$ cat src/rtl/instruction_fetch.sv
// Instruction fetch stage: request/grant memory port, in-order response
// buffer of two words, redirect with discard of stale responses.
module instruction_fetch #(
    parameter logic [31:0] RESET_ADDR = 32'h0000_0000
) (
    input  logic        clk,
    input  logic        rst_n,
    output logic        imem_req,
    output logic [31:0] imem_addr,
    input  logic        imem_gnt,
    input  logic        imem_rvalid,
    input  logic [31:0] imem_rdata,
    input  logic        redirect_valid,
    input  logic [31:0] redirect_addr,
    output logic        inst_valid,
    input  logic        inst_ready,
    output logic [31:0] instruction,
    output logic [31:0] inst_addr
);

    logic [31:0] pc_q, pc_d;
    logic [31:0] baddr_q [2];
    logic [31:0] baddr_d [2];
    logic [31:0] bword_q [2];
    logic [31:0] bword_d [2];
    logic        head_q, head_d;
    logic [1:0]  cnt_q, cnt_d;
    logic [1:0]  out_q, out_d;
    logic [1:0]  disc_q, disc_d;

    logic [2:0]  inflight;
    logic        grant;
    logic        rsp;
    logic        pop;
    logic        keep;
    logic        tail;
    logic [1:0]  live;
    logic [31:0] rsp_addr;

    assign inflight   = {1'b0, out_q} + {1'b0, cnt_q};
    assign imem_req   = rst_n && (inflight < 3'd2) && !redirect_valid;
    assign imem_addr  = rst_n ? pc_q : 32'h0;
    assign inst_valid = (cnt_q != 2'd0);
    assign instruction = inst_valid ? bword_q[head_q] : 32'h0;
    assign inst_addr   = inst_valid ? baddr_q[head_q] : 32'h0;

    assign grant = imem_req & imem_gnt;
    assign rsp   = imem_rvalid & (out_q != 2'd0);
    assign pop   = inst_valid & inst_ready;
    assign keep  = rsp & (disc_q == 2'd0) & !redirect_valid;
    assign tail  = head_q ^ cnt_q[0];

    // Kept requests are contiguous and end just below pc.
    assign live     = out_q - disc_q;
    assign rsp_addr = pc_q - {28'h0, live, 2'b00};

    always_comb begin
        pc_d    = pc_q;
        baddr_d = baddr_q;
        bword_d = bword_q;
        head_d  = head_q;
        cnt_d   = cnt_q;
        out_d   = out_q + {1'b0, grant} - {1'b0, rsp};
        disc_d  = disc_q;
        if (grant) begin
            pc_d = pc_q + 32'd4;
        end
        if (rsp && disc_q != 2'd0) begin
            disc_d = disc_q - 2'd1;
        end
        if (redirect_valid) begin
            pc_d   = redirect_addr & ~32'h3;
            cnt_d  = 2'd0;
            disc_d = out_d;
        end else begin
            if (keep) begin
                baddr_d[tail] = rsp_addr;
                bword_d[tail] = imem_rdata;
            end
            cnt_d  = cnt_q + {1'b0, keep} - {1'b0, pop};
            head_d = head_q ^ pop;
        end
    end

    always_ff @(posedge clk or negedge rst_n) begin
        if (!rst_n) begin
            pc_q       <= RESET_ADDR;
            baddr_q[0] <= 32'h0;
            baddr_q[1] <= 32'h0;
            bword_q[0] <= 32'h0;
            bword_q[1] <= 32'h0;
            head_q     <= 1'b0;
            cnt_q      <= 2'd0;
            out_q      <= 2'd0;
            disc_q     <= 2'd0;
        end else begin
            pc_q    <= pc_d;
            baddr_q <= baddr_d;
            bword_q <= bword_d;
            head_q  <= head_d;
            cnt_q   <= cnt_d;
            out_q   <= out_d;
            disc_q  <= disc_d;
        end
    end

endmodule

$ cat config.mk
export PLATFORM = sky130hd
export DESIGN_NAME = instruction_fetch
export DESIGN_NICKNAME = d
export VERILOG_FILES = /design/src/rtl/instruction_fetch.sv
export SDC_FILE = /design/constraint.sdc
export NUM_CORES = 1
export LEC_CHECK = 0
export CAP_MARGIN = 20
export CELL_PAD_IN_SITES_DETAIL_PLACEMENT = 0
export CELL_PAD_IN_SITES_GLOBAL_PLACEMENT = 1
export CORE_MARGIN = 10
export CORE_UTILIZATION = 37
export CTS_BUF_LIST = sky130_fd_sc_hd__clkbuf_4
export DETAILED_ROUTE_END_ITERATION = 8
export GPL_TIMING_DRIVEN = 0
export PLACE_DENSITY_LB_ADDON = 0.1
export SLEW_MARGIN = 20
export SYNTH_ARGS = -nofsm -noshare
export SYNTH_HDL_FRONTEND = slang
export SYNTH_SLANG_ARGS = --single-unit
$ cat constraint.sdc
create_clock -name clk -period 2.9 [get_ports clk]
set_input_delay 0.29 -clock clk [delete_from_list [all_inputs] [get_ports clk]]
set_output_delay 0.29 -clock clk [all_outputs]
set_load 0.005 [all_outputs]
# Yosys cells after proc, flatten, opt, wreduce, memory -nomap -nowiden
# Cells that the tools add are included.
[word_totals] memories=0 latchBits=0 rom_bits=0 reg_bits=167 ramBits=0 wordCells=62 in_bits=70
[classes] shift=0 div=0 n_mux=18 n_lt_le_gt_ge=4 n_bitwise=10 n_reduce_logical=12 add_sub_neg=9 n_mul=0 n_eq_ne=0
[ops] operator="32-bit 2-to-1 mux" count=12
[ops] operator="64-bit bitwise mux" count=2
[ops] operator="32-bit by 3-bit adder with 32-bit output, second input constant" count=1
[ops] operator="32-bit demux with 1-bit select" count=1
[ops] operator="32-bit by 4-bit subtractor with 32-bit output" count=1
[ops] operator="2-bit nonzero test" count=5
[ops] operator="2-bit 2-to-1 mux" count=3
[ops] operator="1-bit bitwise AND" count=5
[ops] operator="2-bit by 1-bit adder with 2-bit output" count=2
[ops] operator="2-bit greater-or-equal comparator, second input constant" count=2
[ops] operator="1-bit logical AND" count=4
[ops] operator="1-bit inverter with 2-bit output" count=2
[ops] operator="2-bit by 1-bit subtractor with 2-bit output" count=2
[ops] operator="2-bit by 2-bit adder with 3-bit output" count=1
[ops] operator="3-bit by 2-bit less-than comparator with 1-bit output, second input constant" count=1
[ops] operator="2-bit logical NOT" count=1
[ops] operator="2-bit by 1-bit less-than comparator with 1-bit output, second input constant" count=1
[ops] operator="2-bit AND reduction" count=1
[ops] operator="2-bit by 1-bit subtractor with 2-bit output, second input constant" count=1
[ops] operator="2-bit subtractor" count=1
[ops] operator="1-bit bitwise XOR" count=2
[ops] operator="1-bit logical NOT" count=1
[ops] operator="1-bit inverter" count=1

# Logic depth before layout (Yosys ltp)
# Gate-level depths: netlist of run 1.
[depth] word_depth=8 mapped_depth=14 mapped_depth_nobuf=13

# Worst setup path before layout of run 1
# No wires, ideal clock.
[synth_timing] path_type="register to register" from="reg cnt_q[0]" to="reg disc_q[1]" arrival_time_ns=2.742 period_less_slack_ns=2.876 n_path_buf=1 setup_ns=0.134 path_stages_with_launch=15 path_slack_ns=0.024 path_cell_list="dfrtp_1 -> inv_1 -> nor2_1 -> fa_1 -> or4b_1 -> buf_2 -> nor2_2 -> inv_1 -> ha_1 -> inv_1 -> ha_1 -> xnor2_1 -> xnor2_1 -> nand2_1 -> o21ai_0"
[synth_via] elab_chain_len=8
[synth_lines] item="start, declared" line="27" rtl="logic [1:0] cnt_q, cnt_d;"
[synth_lines] item="start signal, assigned" line="101" rtl="cnt_q <= cnt_d;"
[synth_lines] item="2-bit by 2-bit adder with 3-bit output" line="40" rtl="assign inflight = {1'b0, out_q} + {1'b0, cnt_q};"
[synth_lines] item="3-bit by 2-bit less-than comparator with 1-bit output" line="41" rtl="assign imem_req = rst_n && (inflight < 3'd2) && !redirect_valid;"
[synth_lines] item="1-bit logical AND (2 in series)" line="41"
[synth_lines] item="1-bit bitwise AND" line="47" rtl="assign grant = imem_req & imem_gnt;"
[synth_lines] item="2-bit by 1-bit adder with 2-bit output" line="63" rtl="out_d = out_q + {1'b0, grant} - {1'b0, rsp};"
[synth_lines] item="2-bit by 1-bit subtractor with 2-bit output" line="63"
[synth_lines] item="via out_d[1]" line="28" rtl="logic [1:0] out_q, out_d;"
[synth_lines] item="2-bit 2-to-1 mux" line="71" rtl="if (redirect_valid) begin"
[synth_lines] item="end signal, assigned" line="103" rtl="disc_q <= disc_d;"
[synth_lines] item="end, declared" line="29" rtl="logic [1:0] disc_q, disc_d;"
# The timed path passes the listed nets, and every way through them passes these cells.
# A chain may end at the register's enable or synchronous reset.

# Worst setup path after layout of run 1
[layout_timing] from="reg out_q[0]" to="reg disc_q[1]"
[layout_via] elab_chain_len=8
[layout_lines] item="start, declared" line="28"
[layout_lines] item="start signal, assigned" line="102" rtl="out_q <= out_d;"
[layout_lines] item="2-bit by 2-bit adder with 3-bit output" line="40"
[layout_lines] item="3-bit by 2-bit less-than comparator with 1-bit output" line="41"
[layout_lines] item="1-bit logical AND (2 in series)" line="41"
[layout_lines] item="1-bit bitwise AND" line="47"
[layout_lines] item="2-bit by 1-bit adder with 2-bit output" line="63"
[layout_lines] item="2-bit by 1-bit subtractor with 2-bit output (*)" line="63"
[layout_lines] item="via out_d[1]" line="28"
[layout_lines] item="2-bit 2-to-1 mux (*)" line="71"
# Mark *: on every way through the listed nets, which the timed path passes. The rest lies on a longest branch.

==> metrics.csv, run 1 <==
stage,metric,value,unit
setup_path,start_kind,flip-flop,
setup_path,crit_start,out_q[0],
synth,synth_top_cell_area_share,47.3,%
pwr,pwr-share-clk,14.5,%
placed_design,io_buffers,161,
synth,ys_seq_area_share,47.3,%
finish,syn_to_final_growth,29.3,%
worst_hold_path,whs_path_depth,3,
pwr,p_sw,3.55,mW
global_routing,grtUsageTotal,16.6,%
sta,final-setup-viol-count,0,
clock_tree,cts-root-buf,clkbuf_4,
synth,synth_area_leaders,"dfrtp_1, mux2_2, mux2i_1",
clock_tree,clk_path_buf_depth,2,
synth,async_reset_ff_share,100,%
floorplanning,die_h,172,um
synth,ys_top_cells_by_count,"dfrtp_1, nor2_1, mux2i_1",
global_routing,first_global_vias,6722,
setup_path,rr_worst_depth,13,
floorplanning,die_w,172,um
synth,synth_ff_type,dfrtp_1,
synth,yosysWarnings,0,
placed_design,hpwl,17800,um
sta,relSlewSlack,49.5,%
global_routing,top_usage_layer,met2,
sta,skew,0.0224,ns
routing,drc,0,
synth,syn_inst,856,
sta,max_slew.worst_pin.slew,0.752,ns
routing,drt-total-wl,24500,um
setup_path,end_kind,flip-flop,
sta,drv_slew,0,
pwr,cellLeakagePower,4.65,nW
synth,synth_top_area_cell,dfrtp_1,
clock_tree,clk_pin_slew,0.15,ns
sta,whs,0.280,ns
pwr,pwr-share-comb,46.9,%
clock_tree,cts_buffers,17,
worst_hold_path,hold_class,input port to flip-flop,
synth,synth_area,0.00851,mm2
floorplanning,fp.coreArea,0.0226,mm2
global_routing,grt_pass1_wl,38200,um
pwr,pwr_density_cell,865,mW/mm2
setup_path,worstSetupPathType,flip-flop to flip-flop,
finish,stdcell_count,1346,
global_routing,grt_max_degree,95,
finish,ff_latch_area,0.00403,mm2
sta,grt_setup_unrepaired,yes,
sta,finalCriticalPeriod,2.89,ns
setup_path,cp.required,3.39,ns
global_routing,gr-total-overflow,0,
setup_path,path_max_fanout,5,
finish,utilization,48.6,%
synth,synth.most_common_cell,dfrtp_1,
routing,vias_per_cell,4.92,
synth,ys_ff_latch,161,
setup_path,arrival,3.38,ns
global_routing,grtUsageMet1,23.0,%
routing,drt_pass1_iterations,4,
sta,fin_crit_sh,99.7,%
routing,detail_route.wl_per_cell,18.2,um
placed_design,gp_congestion,0.813,
pwr,finalPower,9.51,mW
global_routing,grt_use_met3,4.72,%
floorplanning,io_pins,168,
finish,multi_input_comb_area,0.00417,mm2
placed_design,pre_cts_ws,-0.414,ns
clock_tree,clk_latency,0.56,ns
status,status,finished clean,
pwr,p_sw_share,37.3,%
worst_hold_path,min_from,redirect_addr[6],
routing,vias,6625,
global_routing,antenna_found_initial,1,
routing,drt_iter0_markers,352,
synth,netlist-cell-type-count,55,
finish,final_layout_size_suffix_gt1_share,15.8,%
clock_tree,h-tree-depth,4,
flow_run,drv_cap,0,
sta,hold_viol,0,
setup_path,r2r-start,out_q[0],
finish,layout.nets,1128,
sta,fmax,346,MHz
pwr,vdd_drop_max,0.000322,V
placed_design,place_inst,1306,
floorplanning,rows,55,
pwr,seqPwrFrac,38.6,%
synth,synth-edff-count,0,
clock_tree,clock_sinks,161,
floorplanning,start_util,37.6,%
floorplanning,fp.dieArea,0.0295,mm2
pwr,internal-power,5.97,mW
sta,setup_slack,0.0101,ns
global_routing,grtUsageMet2,25.3,%
routing,antenna_left,0,
synth,avgSynthCellArea,9.94,um2
clock_tree,cts_tree,done,
finish,num-fill-cells,2156,
[power groups by stage]
stage               registers, mW  logic, mW  clock network, mW
floorplan                    3.60       2.70                  0
global placement             3.71       4.33                  0
detailed placement           3.74       4.38                  0
CTS                          3.68       4.45               1.44
global route                 3.80       4.95               1.53
finish                       3.68       4.46               1.38
[registers in the layout, summed over array words and instances (netlist names)]
signal,count
pc_q,30
bword_q,64
disc_q,2
head_q,1
out_q,2
baddr_q,60
cnt_q,2
[placed cells by master, fill, tap and decap left out, drive strengths merged, types with 12 or more instances in the layout]
| cell type | count |
|---|---|
| nor2 | 143 |
| mux2 | 67 |
| nor3 | 15 |
| xnor2 | 26 |
| buf | 42 |
| a21oi | 59 |
| and2 | 34 |
| nor4 | 12 |
| nand3 | 16 |
| mux2i | 65 |
| nand2 | 40 |
| xor2 | 32 |
| clkdlybuf4s50 | 159 |
| clkbuf | 54 |
| inv | 32 |
| dfrtp | 161 |
| nand4 | 19 |
| o21ai | 26 |
[path summary, 6_finish.rpt]
path | to | slack (ns)
max | disc_q[1] | 0.01
min | pc_q[6] | 0.28
max reg2reg | disc_q[1] | 0.01
min reg2reg | bword_q[48] | 0.51
max in group asynchronous | bword_q[6] | 2.23
min in group asynchronous | bword_q[17] | 0.36
[per-layer routing]
| layer | vias to the layer above | routed length, um | share of wire [%] |
|---|---|---|---|
| li1 | 3284 | - | - |
| met1 | 3167 | 11900 | 49 |
| met2 | 164 | 11000 | 45 |
| met3 | 10 | 1550 | 6.3 |
| met4 | 0 | 107 | 0.44 |
| met5 | - | 0 | 0 |
[stage by stage]
stage / setup TNS, ns / cell area (um2)
after CTS: -0.157 / 10900
after floorplan: 0 / 8520
final: 0 / 11000
after global placement: -1220.41 / 10500
after global routing: -0.191 / 11000
after detailed placement: -1.58 / 10500
[kinds of logic (layout without fill, tap and decap cells)]
logic type	Yosys count	count (layout)	synth area share, %
mux	132	132	16.5
buf+inv	93	294	4.63
compound gates	98	98	6.26
xor+xnor	58	58	5.97
fa+ha+maj	11	11	1.79
other cells	1	5	0.0441
simple gates	302	302	17.4
flops	161	161	47.3
[what timing repair did]
item | CTS | global route
endpoints found under the setup margin | 65 | 62
resized for setup | 15 | 22
buffers inserted | 2 | 4
pin swaps | 0 | 8
hold buffers | 2 | 0
cloned | 0 | 1
hold endpoints to repair | 69 | 0
[area by class of cell]
cell class | count | area share (%)
sequential | 161 | 36.6
antenna | 1 | 0.0227
inverter | 22 | 0.773
buffer | 69 | 2.89
clock inverter | 15 | 1.44
tap | 285 | 3.24
clock buffer | 17 | 1.16
timing repair buffer | 171 | 15.9
multi-input combinational | 605 | 37.9
[critical path, stage by stage (launching register included)]
cell and delay, ns:
dfrtp_1 0.43, inv_2 0.09, nor2_4 0.04, fa_1 0.45
or4b_4 0.59, nor2_4 0.21, inv_4 0.06, ha_4 0.25
inv_2 0.04, ha_4 0.15, xnor2_2 0.13, xnor2_1 0.21
nand2_1 0.08, o21ai_1 0.10
(Power assumes the default switching activity.)
==> run 2, diff against run 1 <==
==> constraint.sdc (replaced) <==
create_clock -name clk -period 2.9 [get_ports clk]
set_input_delay 0.58 -clock clk [delete_from_list [all_inputs] [get_ports clk]]
set_output_delay 0.58 -clock clk [all_outputs]
set_load 0.005 [all_outputs]
==> run 2 against run 1 <==
  * Critical path depth shrank 7
  * Combinational power grew 5.8%
  * The flow now finishes with violations (setup timing)
  * Routed wire length grew 2.2%
  * Clock power is essentially flat
  * Worst setup slack lost 0.011 ns
  * Flip-flop and latch count is the same
  * Global-route usage grew 0.64 points
==> metrics.csv, run 2 (synthesized netlist as in run 1, its figures left out) <==
stage,metric,value,unit,change
placed_design,hpwl,17800,um,unchanged
setup_path,start_kind,flip-flop,,unchanged
status,violations,setup timing,,
setup_path,timing.rr.end,baddr_q[12],,was disc_q[1]
flow_run,drv_cap,0,,unchanged
finish,syn_to_final_growth,31.8,%,was 29.3%
global_routing,gr-total-overflow,0,,unchanged
sta,hold_viol,0,,unchanged
pwr,p_sw_share,37.0,%,was 37.3%
global_routing,grt_pass1_wl,39400,um,was 38200 um
placed_design,io_buffers,161,,unchanged
pwr,finalPower,9.78,mW,was 9.51 mW
routing,vias_per_cell,4.97,,was 4.92
setup_path,arrival,2.32,ns,was 3.38 ns
pwr,seqPwrFrac,37.6,%,was 38.6%
global_routing,antenna_found_initial,1,,unchanged
worst_hold_path,hold_class,input port to asynchronous set/reset pin,,was input port to flip-flop
sta,fmax,345,MHz,was 346 MHz
sta,final-setup-viol-count,1,,was 0
finish,largest_reg_flops,64,,unchanged
routing,antenna_left,0,,unchanged
setup_path,rr_worst_depth,12,,was 13
finish,final_layout_size_suffix_gt1_share,17.1,%,was 15.8%
sta,drv_slew,0,,unchanged
finish,final_common_cell,dfrtp_1,,unchanged
setup_path,r2r-start,out_q[0],,unchanged
floorplanning,fp.dieArea,0.0295,mm2,unchanged
sta,relSlewSlack,47.6,%,was 49.5%
pwr,pwr_density_cell,872,mW/mm2,was 865 mW/mm2
clock_tree,clk_latency,0.56,ns,about the same
clock_tree,clk_pin_slew,0.16,ns,was 0.15 ns
setup_path,crit_path_cell_trace,inv_2 -> nor2_4 -> fa_1 -> or4b_4 -> inv_2 -> buf_6,,was inv_2 -> nor2_4 -> fa_1 -> or4b_4 -> nor2_4 -> inv_4 -> ha_4 -> inv_2 -> ha_4 -> xnor2_2 -> xnor2_1 -> nand2_1 -> o21ai_1
finish,layout.nets,1136,,was 1128
finish,stdcell_count,1354,,was 1346
pwr,vdd_drop_max,0.000318,V,was 0.000322 V
setup_path,slowest_stage,or4b_4,,unchanged
floorplanning,die_w,172,um,unchanged
setup_path,worstSetupPathType,flip-flop to output port,,was flip-flop to flip-flop
clock_tree,cts-root-buf,clkbuf_4,,unchanged
routing,drc,0,,unchanged
sta,grt_setup_unrepaired,yes,,unchanged
pwr,p_sw,3.62,mW,was 3.55 mW
finish,utilization,49.5,%,was 48.6%
placed_design,pre_cts_ws,-0.599,ns,was -0.414 ns
setup_path,cp.required,2.32,ns,was 3.39 ns
routing,drt_iter0_markers,444,,was 352
global_routing,first_global_vias,6793,,was 6722
routing,detail_route.wl_per_cell,18.5,um,was 18.2 um
clock_tree,clock_sinks,161,,unchanged
placed_design,gp_congestion,0.813,,unchanged
setup_path,worst-r2r-setup-slack,0.12,ns,was 0.01 ns
sta,finalCriticalPeriod,2.90,ns,was 2.89 ns
pwr,internal-power,6.16,mW,was 5.97 mW
setup_path,critPathMostFrequentCell,inv_2,,
floorplanning,fp.coreArea,0.0226,mm2,unchanged
clock_tree,cts_tree,done,,unchanged
finish,largest_registers,"bword_q (64), baddr_q (60), pc_q (30)",,unchanged
floorplanning,io_pins,168,,unchanged
routing,drt-total-wl,25100,um,was 24500 um
clock_tree,h-tree-depth,4,,unchanged
setup_path,crit_start,out_q[0],,unchanged
pwr,pwr-share-clk,14.2,%,was 14.5%
clock_tree,clk_path_buf_depth,2,,unchanged
finish,final_cell_mix,"dfrtp_1, clkdlybuf4s50_1, nor2_1, mux2i_1, mux2_2",,unchanged
pwr,cellLeakagePower,4.75,nW,was 4.65 nW
global_routing,grtUsageTotal,17.2,%,was 16.6%
global_routing,grt_max_degree,48,,was 95
routing,drt_pass1_iterations,4,,unchanged
setup_path,path_max_fanout,3,,was 5
status,status,finished with violations,,was finished clean
sta,setup_slack,-0.00126,ns,was 0.0101 ns
pwr,pwr-share-comb,48.2,%,was 46.9%
finish,regMostFlops,bword_q,,unchanged
clock_tree,cts_buffers,17,,unchanged
routing,vias,6723,,was 6625
sta,skew,0.0232,ns,was 0.0224 ns
floorplanning,start_util,37.6,%,unchanged
placed_design,place_inst,1306,,unchanged
floorplanning,die_h,172,um,unchanged
floorplanning,rows,55,,unchanged
setup_path,end_kind,output port,,was flip-flop
setup_path,cp_slowest_stage_delay,0.60,ns,was 0.59 ns
sta,max_slew.worst_pin.slew,0.780,ns,was 0.752 ns
sta,fin_crit_sh,100,%,was 99.7%
sta,setup_tns,-0.00126,ns,was 0 ns
[run 2: critical path, delay by kind of cell (launching register included)]
kind	cells	cell delay, ns
DFF	1	0.43
buffers and inverters	3	0.26
and+or+nand+nor	2	0.64
adders and majority gates	1	0.43
[run 2: how the worst max path moves through the flow]
stage | to | cells past startpoint
final | imem_req | 6
after global routing | imem_req | 6
after CTS | imem_req | 7
after detailed placement | disc_q[1] | 12
after global placement | disc_q[1] | 12
after floorplan | disc_q[1] | 14
[run 2: metrics by stage]
step | area, um2 | hold WS (ns)
after global routing | 11200 | 0.0381
after floorplan | 8520 | 0.284
after detailed placement | 10500 | 0.474
after global placement | 10500 | 0.466
final | 11200 | 0.0971
after CTS | 11100 | 0.0582
[run 2: area by class of cell]
| cell class | count | area, um2 |
|---|---|---|
| repair buffers | 179 | 1890 |
| plain buffers | 69 | 352 |
| diodes | 1 | 2.50 |
| multi-input cells | 605 | 4220 |
| fillers | 2145 | 11400 |
| inverters | 22 | 85.1 |
| clock buffers | 17 | 128 |
| flip-flops and latches | 161 | 4030 |
| clock inverters | 15 | 159 |
| well taps | 285 | 357 |
[run 2: routing by layer]
layer  global-route usage, %  share of wire (%)  vias to the layer above
met5                       0                  0                        -
met4                    2.84               0.46                        0
met3                    4.79                6.1                        8
met2                    26.6                 45                      164
met1                    23.8                 48                     3239
li1                        -                  -                     3312
[run 2: timing repair]
action / in CTS / in global routing
resized for setup: 44 / 22
cloned: 1 / 0
pin swaps: 8 / 7
endpoints found under the hold margin: 69 / 0
setup buffers: 8 / 2
endpoints found under the setup margin: 88 / 44
hold buffers: 6 / 0
[run 2: power groups by stage]
| stage | sequential [mW] | clock, mW | combinational, mW |
|---|---|---|---|
| after floorplan | 3.60 | 0 | 2.70 |
| after global placement | 3.71 | 0 | 4.33 |
| after detailed placement | 3.74 | 0 | 4.38 |
| after CTS | 3.68 | 1.44 | 4.66 |
| after global routing | 3.80 | 1.53 | 5.22 |
| final | 3.68 | 1.39 | 4.72 |
==> run 3, diff against run 2 <==
--- a/config.mk
+++ b/config.mk
@@ -9,8 +9,7 @@
 export CELL_PAD_IN_SITES_DETAIL_PLACEMENT = 0
 export CELL_PAD_IN_SITES_GLOBAL_PLACEMENT = 1
 export CORE_MARGIN = 10
-export CORE_UTILIZATION = 37
-export CTS_BUF_LIST = sky130_fd_sc_hd__clkbuf_4
+export CORE_UTILIZATION = 36
 export DETAILED_ROUTE_END_ITERATION = 8
 export GPL_TIMING_DRIVEN = 0
 export PLACE_DENSITY_LB_ADDON = 0.1
==> run 3 against run 2 <==
  * The run now ends clean
  * Via count shrank 0.43%
  * Global-route usage fell by 0.65 points
  * Non-clock buffer count down 4
  * Sequential share of layout area fell by 0.45 points
  * Combinational power is 3% lower
  * Critical path type unchanged
  * Critical endpoint is now instruction[13]
  * Highest routed layer unchanged
==> metrics.csv, run 3 (synthesized netlist as in run 1, its figures left out) <==
stage,metric,value,unit,change
sta,relSlewSlack,46.3,%,was 47.6%
routing,drc,0,,unchanged
sta,max_slew.worst_pin.slew,0.799,ns,was 0.780 ns
routing,drt_iter0_markers,387,,was 444
global_routing,first_global_vias,7167,,was 6793
floorplanning,start_util,36.5,%,was 37.6%
sta,finalCriticalPeriod,2.80,ns,was 2.90 ns
sta,fmax,357,MHz,was 345 MHz
floorplanning,die_w,174,um,was 172 um
floorplanning,rows,56,,was 55
floorplanning,die_h,174,um,was 172 um
pwr,vdd_drop_max,0.000368,V,was 0.000318 V
sta,hold_viol,0,,unchanged
placed_design,gp_congestion,0.827,,was 0.813
routing,detail_route.wl_per_cell,17.8,um,was 18.5 um
routing,vias,6694,,was 6723
setup_path,crit_end,instruction[13],,was imem_req
worst_hold_path,hold_class,input port to asynchronous set/reset pin,,unchanged
sta,drv_slew,0,,unchanged
placed_design,place_inst,1341,,was 1306
placed_design,placed_cell_area,0.0106,mm2,was 0.0105 mm2
floorplanning,fp.dieArea,0.0302,mm2,was 0.0295 mm2
clock_tree,cts_buffers,17,,unchanged
setup_path,start_kind,flip-flop,,unchanged
floorplanning,fp.coreArea,0.0233,mm2,was 0.0226 mm2
global_routing,grtUsageTotal,16.6,%,was 17.2%
finish,layout.nets,1132,,was 1136
global_routing,gr-total-overflow,0,,unchanged
setup_path,rr_worst_depth,13,,was 12
setup_path,slowest_stage,clkdlybuf4s50_1,,was or4b_4
setup_path,worstSetupPathType,flip-flop to output port,,unchanged
setup_path,cp.required,2.32,ns,about the same
setup_path,arrival,2.22,ns,was 2.32 ns
setup_path,crit_start,cnt_q[1],,was out_q[0]
status,status,finished clean,,was finished with violations
sta,skew,0.0136,ns,was 0.0232 ns
flow_run,drv_cap,0,,unchanged
clock_tree,cts_tree,done,,unchanged
clock_tree,clk_path_buf_depth,2,,unchanged
setup_path,r2r-start,cnt_q[0],,was out_q[0]
pwr,pwr_density_cell,920,mW/mm2,was 872 mW/mm2
finish,final_cell_mix,"dfrtp_1, clkdlybuf4s50_1, nor2_1, mux2i_1, mux2_2",,unchanged
setup_path,crit_path_cell_trace,nor2_2 -> buf_4 -> clkbuf_2 -> nor2_1 -> clkdlybuf4s50_1,,was inv_2 -> nor2_4 -> fa_1 -> or4b_4 -> inv_2 -> buf_6
routing,vias_per_cell,4.84,,was 4.97
clock_tree,h-tree-depth,4,,unchanged
routing,drt-total-wl,24600,um,was 25100 um
global_routing,antenna_found_initial,0,,was 1
clock_tree,clock_sinks,161,,unchanged
sta,final-setup-viol-count,0,,was 1
sta,grt_setup_unrepaired,yes,,unchanged
placed_design,hpwl,18000,um,was 17800 um
global_routing,grt_max_degree,93,,was 48
clock_tree,clk_pin_slew,0.07,ns,was 0.16 ns
setup_path,path_max_fanout,10,,was 3
setup_path,timing.rr.end,disc_q[1],,was baddr_q[12]
setup_path,cp_slowest_stage_delay,0.49,ns,was 0.60 ns
finish,final_layout_size_suffix_gt1_share,16.7,%,was 17.1%
placed_design,io_buffers,161,,unchanged
floorplanning,io_pins,168,,unchanged
routing,drt_pass1_iterations,4,,unchanged
finish,largest_registers,"bword_q (64), baddr_q (60), pc_q (30)",,unchanged
global_routing,grt_pass1_wl,40200,um,was 39400 um
finish,design_area,0.0114,mm2,was 0.0112 mm2
setup_path,worst-r2r-setup-slack,0.14,ns,was 0.12 ns
finish,largest_reg_flops,64,,unchanged
sta,fin_crit_sh,96.5,%,was 100%
clock_tree,cts-root-buf,clkbuf_16,,was clkbuf_4
clock_tree,clk_latency,0.43,ns,was 0.56 ns
finish,stdcell_count,1383,,was 1354
finish,final_common_cell,dfrtp_1,,unchanged
finish,num-fill-cells,2279,,was 2145
routing,antenna_left,0,,unchanged
finish,syn_to_final_growth,33.4,%,was 31.8%
setup_path,end_kind,output port,,unchanged
finish,regMostFlops,bword_q,,unchanged
pwr,cellLeakagePower,4.79,nW,was 4.75 nW
finish,n_antenna_cell,0,,was 1
==> run 3: changes by cell type in the layout (fill, tap and decap cells not counted), sizes merged <==
| cell | change |
|---|---|
| inv | -3 |
| clkdlybuf4s50 | +1 |
| dlygate4sd3 | -3 |
| dlymetal6s2s | -1 |
| clkbuf | +3 |
| bufbuf | -1 |
| clkinvlp | +1 |
| diode | -1 |
| buf | -2 |
| clkinv | +1 |
==> run 3: worst max-delay path: cells and delay by family (launching register included) <==
family | cells | cell delay [ns]
and+or+nand+nor | 2 | 0.31
DFF | 1 | 0.43
buffers and inverters | 3 | 1.03
==> run 3: per-stage QoR <==
step	power (mW)	setup TNS, ns	hold slack (ns)	utilization, %	worst slack, ns
final	10.5	0	0.0988	48.7	0.103
after global routing	11.3	-0.247	0.155	48.7	-0.0378
after CTS	10.5	-0.0113	0.134	48.4	-0.0113
after detailed placement	8.13	-23.22	0.474	45.3	-0.540
after global placement	8.04	-1333.68	0.472	45.1	-6.27
after floorplan	6.30	0	0.284	-	0.0241
==> run 3: cell type report <==
type | count | area (um2) | area share (%)
flip-flops and latches | 161 | 4030 | 35.5
clock buffers | 18 | 429 | 3.78
well taps | 319 | 399 | 3.52
inverters | 22 | 85.1 | 0.749
repair buffers | 175 | 1740 | 15.3
clock inverters | 14 | 145 | 1.28
plain buffers | 69 | 325 | 2.87
multi-input cells | 605 | 4210 | 37.0
==> run 3: worst min path at each step <==
stage / end / startpoint / slack [ns] / depth (start not counted)
final: pc_q[6] / rst_n / 0.1 / 1
after global routing: pc_q[5] / rst_n / 0.16 / 1
after CTS: pc_q[6] / rst_n / 0.13 / 1
after detailed placement: bword_q[43] / bword_q[43] / 0.47 / 1
after global placement: bword_q[43] / bword_q[43] / 0.47 / 1
after floorplan: baddr_q[10] / rst_n / 0.28 / 0
==> run 3: layer usage <==
metal / vias to the layer above / routed length [um] / global-route usage [%]
met5: - / 0 / 0
met4: 0 / 311 / 4.52
met3: 18 / 1340 / 4.38
met2: 173 / 11200 / 26.0
met1: 3223 / 11800 / 22.0
li1: 3280 / - / -
==> run 3: repair_timing <==
action | CTS | global route
setup endpoints to repair | 65 | 63
buffers inserted | 8 | 4
gates resized for setup | 37 | 12
hold buffers | 0 | 0
pin swaps | 7 | 8
==> run 3: report_power, final <==
| part | total [mW] | switching [mW] | internal (mW) |
|---|---|---|---|
| sequential | 3.69 | 0.487 | 3.20 |
| combinational | 4.56 | 2.17 | 2.39 |
| clock | 2.21 | 1.00 | 1.21 |
| total | 10.5 | 3.66 | 6.79 |
